**src/rtl/controls_debounce.sv**
```systemverilog
// controls_debounce
//   Conditions the board's slide switches and push buttons before they reach
//   the processor's control PIO. Each pin is polarity-corrected, passed
//   through a 2-flop synchroniser, then debounced with a per-bit counter
//   clocked by a shared tick prescaler. Rise/fall pulses and a sticky change
//   flag let firmware poll for new input cheaply.
//
// Ports
//   clk50         in   system clock
//   reset_n       in   asynchronous active-low reset
//   raw_in        in   [WIDTH]  raw pin levels (unsynchronised)
//   ctrl_out      out  [WIDTH]  debounced active-high control vector
//   ctrl_rise     out  [WIDTH]  one-cycle pulse on 0->1 of ctrl_out
//   ctrl_fall     out  [WIDTH]  one-cycle pulse on 1->0 of ctrl_out
//   event_pending out  sticky change flag
//   event_ack     in   one-cycle clear request for event_pending
module controls_debounce #(
    parameter int unsigned       WIDTH        = 21,
    parameter logic [WIDTH-1:0]  INVERT_MASK  = {{(WIDTH-3){1'b0}}, 3'b111},
    parameter int unsigned       TICK_CYCLES  = 50000,
    parameter int unsigned       STABLE_TICKS = 16
) (
    input  logic             clk50,
    input  logic             reset_n,
    input  logic [WIDTH-1:0] raw_in,
    output logic [WIDTH-1:0] ctrl_out,
    output logic [WIDTH-1:0] ctrl_rise,
    output logic [WIDTH-1:0] ctrl_fall,
    output logic             event_pending,
    input  logic             event_ack
);

    localparam int unsigned TW = (TICK_CYCLES > 1) ? $clog2(TICK_CYCLES) : 1;
    localparam logic [TW-1:0] TICK_LAST = TW'(TICK_CYCLES - 1);
    localparam logic [4:0]    CNT_LAST  = 5'(STABLE_TICKS - 1);

    logic [WIDTH-1:0] sync1_q, sync2_q;
    logic [TW-1:0]    tick_cnt_q, tick_cnt_d;
    logic             tick;
    logic [4:0]       cnt_q [WIDTH];
    logic [4:0]       cnt_d [WIDTH];
    logic [WIDTH-1:0] ctrl_q, ctrl_d;
    logic [WIDTH-1:0] rise_q, rise_d;
    logic [WIDTH-1:0] fall_q, fall_d;
    logic             pend_q, pend_d;

    assign tick = (tick_cnt_q == TICK_LAST);

    always_comb begin
        tick_cnt_d = tick ? '0 : tick_cnt_q + 1'b1;
        ctrl_d     = ctrl_q;
        rise_d     = '0;
        fall_d     = '0;
        for (int unsigned i = 0; i < WIDTH; i++) begin
            cnt_d[i] = cnt_q[i];
            if (sync2_q[i] == ctrl_q[i]) begin
                // Any return to the accepted level restarts qualification.
                cnt_d[i] = '0;
            end else if (tick) begin
                if (cnt_q[i] == CNT_LAST) begin
                    // Pulses are registered alongside ctrl so they coincide
                    // with the first cycle ctrl_out shows the new level.
                    ctrl_d[i] = sync2_q[i];
                    rise_d[i] = sync2_q[i];
                    fall_d[i] = ~sync2_q[i];
                    cnt_d[i]  = '0;
                end else begin
                    cnt_d[i] = cnt_q[i] + 5'd1;
                end
            end
        end
        // A pending set takes priority over a simultaneous acknowledge.
        if (|(rise_q | fall_q)) begin
            pend_d = 1'b1;
        end else if (event_ack) begin
            pend_d = 1'b0;
        end else begin
            pend_d = pend_q;
        end
    end

    always_ff @(posedge clk50 or negedge reset_n) begin
        if (!reset_n) begin
            sync1_q    <= '0;
            sync2_q    <= '0;
            tick_cnt_q <= '0;
            ctrl_q     <= '0;
            rise_q     <= '0;
            fall_q     <= '0;
            pend_q     <= 1'b0;
            for (int unsigned i = 0; i < WIDTH; i++) begin
                cnt_q[i] <= '0;
            end
        end else begin
            sync1_q    <= raw_in ^ INVERT_MASK;
            sync2_q    <= sync1_q;
            tick_cnt_q <= tick_cnt_d;
            ctrl_q     <= ctrl_d;
            rise_q     <= rise_d;
            fall_q     <= fall_d;
            pend_q     <= pend_d;
            for (int unsigned i = 0; i < WIDTH; i++) begin
                cnt_q[i] <= cnt_d[i];
            end
        end
    end

    assign ctrl_out      = ctrl_q;
    assign ctrl_rise     = rise_q;
    assign ctrl_fall     = fall_q;
    assign event_pending = pend_q;

endmodule

```
**config.mk**
```make
export PLATFORM = sky130hd
export DESIGN_NAME = controls_debounce
export DESIGN_NICKNAME = d
export VERILOG_FILES = /design/src/rtl/controls_debounce.sv
export SDC_FILE = /design/constraint.sdc
export NUM_CORES = 1
export LEC_CHECK = 0
export BUFFER_PORTS_ARGS = -buffer_cell sky130_fd_sc_hd__buf_2
export CORE_MARGIN = 2
export CORE_UTILIZATION = 64
export DETAILED_ROUTE_END_ITERATION = 10
export HOLD_SLACK_MARGIN = 0.05
export MAX_ROUTING_LAYER = met4
export PLACE_DENSITY_LB_ADDON = 0.2
export SYNTH_ARGS = -nofsm -noshare
export SYNTH_HDL_FRONTEND = slang
export SYNTH_SLANG_ARGS = --single-unit
```
**constraint.sdc**
```tcl
create_clock -name clk50 -period 6.5 [get_ports clk50]
set_input_delay 0.325 -clock clk50 [delete_from_list [all_inputs] [get_ports clk50]]
set_output_delay 0.325 -clock clk50 [all_outputs]
set_load 0.02 [all_outputs]
```
==> results.sh <==
export IMPL_status="finished, final reports clean"
export IMPL_clockBufferDepth=3
export IMPL_antenna_found_initial=0
export IMPL_synth_top_area_share_pct=59.7
export IMPL_num_io_pins=88
export IMPL_worstSetupPathType="register to register"
export IMPL_cts_root_buffer="clkbuf_16"
export IMPL_crit_path_top_delay_cell="or4_4"
export IMPL_cts_htree_levels=1
export IMPL_p_clk_share_pct=46.1
export IMPL_worstPathCellList="ha_1, nand3_1, or4_4, or4_4, mux2_4"
export IMPL_antenna_cells=0
export IMPL_die_h_um=126
export IMPL_syn_nets=885
export IMPL_intPower_mw=2.21
export IMPL_p_per_area_nw_per_um2=250
export IMPL_dp_worst_setup_slack_ns=3.35
export IMPL_grt_pass1_wl_mm=33.1
export IMPL_cts_tree="yes"
export IMPL_final_setup_worst_slack_ns=3.34
export IMPL_cp_startpoint="tick_cnt_q[0]$_DFF_PN0_"
export IMPL_core_um2=14500
export IMPL_crit_arrival_ns=3.55
export IMPL_syn_avg_cell_area_um2=11.3
export IMPL_relSlewSlack_pct=24.2
export IMPL_wl_per_cell_um=16.8
export IMPL_min_delay_start="sync1_q[20]$_DFF_PN0_"
export IMPL_min_path_type="register to register"
export IMPL_fmax_ghz=0.316
export IMPL_synthTopCellsByArea="dfrtp_1 (60%), nand2_1 (4.2%), nor3b_1 (3.7%)"
export IMPL_syn_to_final_growth_pct=16.7
export IMPL_dieWidth_um=126
export IMPL_drt_pass1_iter_count=5
export IMPL_clock_skew_ns=0.0125
export IMPL_grt_ovfl_total=0
export IMPL_crit_fanout=122
export IMPL_ir_drop_mv=0.203
export IMPL_initial_core_util_pct=65.5
export IMPL_max_stage_delay_ns=1.09
export IMPL_synthCells=839
export IMPL_vias_per_cell=6.04
export IMPL_slew_viol_final=0
export IMPL_grt_max_degree=144
export IMPL_switchingPower_uw=563
export IMPL_setup_tns_ns=0
export IMPL_endpoint_kind="register"
export IMPL_cts_sinks=227
export IMPL_seqPwrFrac_pct=51.8
export IMPL_numCtsBuffers=23
export IMPL_postRouteAntennaNets=0
export IMPL_synth_warnings=0
export IMPL_route_detailed_drc=0
export IMPL_rsz0062_at_grt="false"
export IMPL_worstSkewPairLatency_ns=0.51
export IMPL_dp_hpwl_mm=12.4
export IMPL_synth_area_um2=9520
export IMPL_finalCritPeriodShare_pct=48.7
export IMPL_die_area_um2=15900
export IMPL_switching_share_pct=20.3
export IMPL_cts_reportedPaths_clkPinSlew_ns=0.06
export IMPL_drt_iter0_markers=496
export IMPL_num_vias=6960
export IMPL_p_comb_share_pct=2.2
export IMPL_num_rows=44
export IMPL_critPathRequiredTime_ns=6.88
export IMPL_synth_distinct_cells=42
export IMPL_p_leak_nw=5.05
export IMPL_fin_nets=1001
export IMPL_final_common_cell="dfrtp_1"
export IMPL_yosysTopAreaCell="dfrtp_1"
export IMPL_fin_crit_ns=3.16
export IMPL_gp_congestion=0.814
export IMPL_grt_pass1_vias=7060
export IMPL_reg2reg_from="tick_cnt_q[0]$_DFF_PN0_"
export IMPL_grtUsageTotal_pct=25.7
export IMPL_drive_above_1_share_pct=16.7
export IMPL_synth_seq_cells=227
export IMPL_timing_critical_path_mode_cell="or4_4"
export IMPL_drv_cap=0
export IMPL_yosysSeqAreaShare_pct=59.7
export IMPL_wl_mm=19.4
export IMPL_port_buffers=87
export IMPL_layout_common_cells="dfrtp_1 (227), nand2_1 (106), buf_2 (86)"
export IMPL_post_cts_buffers=0
export IMPL_max_slew_worst_pin_slew_ns=1.13
export IMPL_setup_viol=0
export IMPL_critPathLaunchType="register"
export IMPL_hold_viol=0
## cell families (layout without fill, tap and decap cells)
kind of cell / count (synthesis) / in the layout / share of synthesized area, %
and+or+nand+nor: 327 / 327 / 18.8
DFF: 227 / 227 / 59.7
AOI/OAI and AO/OA: 157 / 157 / 10.8
buffers and inverters: 51 / 180 / 2.10
xor gates and xnor gates: 34 / 34 / 3.13
adders and majority gates: 22 / 22 / 2.89
muxes: 21 / 21 / 2.56
## power groups by stage
stage / clock (mW) / combinational, mW / sequential (mW)
2_1_floorplan: 0 / 0.0133 / 1.46
3_3_place_gp: 0 / 0.0496 / 1.46
3_5_place_dp: 0 / 0.0516 / 1.46
4_1_cts: 1.30 / 0.0618 / 1.44
5_1_grt: 1.37 / 0.0689 / 1.44
6_report: 1.28 / 0.0602 / 1.44
## final timing paths
| path | endpoint | slack, ns | cells after the start |
|---|---|---|---|
| max reg2reg | ctrl_out[17]$_DFFE_PN0P_ | 3.34 | 5 |
| max | ctrl_out[17]$_DFFE_PN0P_ | 3.34 | 5 |
| min reg2reg | sync2_q[20]$_DFF_PN0_ | 0.35 | 0 |
| max in group asynchronous | ctrl_rise[2]$_DFF_PN0_ | 4.33 | 3 |
| min | sync2_q[20]$_DFF_PN0_ | 0.35 | 0 |
| min in group asynchronous | cnt_q[70]$_DFFE_PN0P_ | 0.51 | 2 |
## per-stage QoR
step / cells / hold WS [ns] / instance area, um^2 / power [mW] / utilization, %
2_1_floorplan: 839 / 0.0294 / 9520 / 1.47 / -
6_report: 1152 / 0.347 / 11100 / 2.77 / 76.4
3_5_place_dp: 1092 / 0.335 / 10100 / 1.51 / 69.8
4_1_cts: 1152 / 0.348 / 11100 / 2.80 / 76.4
3_3_place_gp: 1092 / 0.332 / 10100 / 1.51 / 69.8
5_1_grt: 1152 / 0.349 / 11100 / 2.87 / 76.4
## layer usage
| layer | global-route usage [%] | share of wire (%) | vias to the layer above |
|---|---|---|---|
| li1 | - | - | 3277 |
| met1 | 34.0 | 43 | 3450 |
| met2 | 41.9 | 51 | 192 |
| met3 | 3.48 | 4.3 | 41 |
| met4 | 8.40 | 2.5 | 0 |
| met5 | - | 0 | - |
## layout make-up
class                           instances  area [um^2]
Sequential cell                       227         5680
Timing Repair Buffer                  113          696
Inverter                               29          109
Fill cell                             945         3430
Clock inverter                          4         47.5
Clock buffer                           34          687
Tap cell                              184          230
Multi-Input combinational cell        561         3650
## sequential cells by signal, summed over array words and instances (netlist names)
name,count
sync2_q,21
ctrl_fall,21
tick_cnt_q,16
event_pending,1
ctrl_out,21
sync1_q,21
cnt_q,105
ctrl_rise,21
## Yosys cell counts (all sizes together)
library cell and n:
nor4 15, dfrtp 227, or4 3, nor3b 47, inv 29, a21o 2
a21boi 1, a311o 1, nand2 106, a41oi 19, and3b 1, or4b 2
nor4b 1, nor2 17, mux2 21, xnor2 28, nand3 32, buf 7
nor3 19, a31oi 2, nand2b 2, a211oi 1, nand4bb 1, clkbuf 15
and2 2, nor2b 17, xor2 6, or2 3, or4bb 2, a21oi 66
a311oi 18, o21ai 25, nand4b 2, a31o 7, ha 22, or3 47
o31a 14, nand4 8, o41ai 1
## worst max-delay path, delay by kind of cell, from the launching register on
family / cells / cell delay (ns)
multiplexers: 1 / 0.31
adder cells (fa/ha/maj): 1 / 0.21
AND/OR/NAND/NOR: 3 / 2.09
flip-flops: 1 / 0.41
## what timing repair did
item                                   CTS  global route
resized for setup                        0             0
endpoints found under the hold margin  163             0
hold buffers                            22             0
Power figures use the tool's default switching activity.
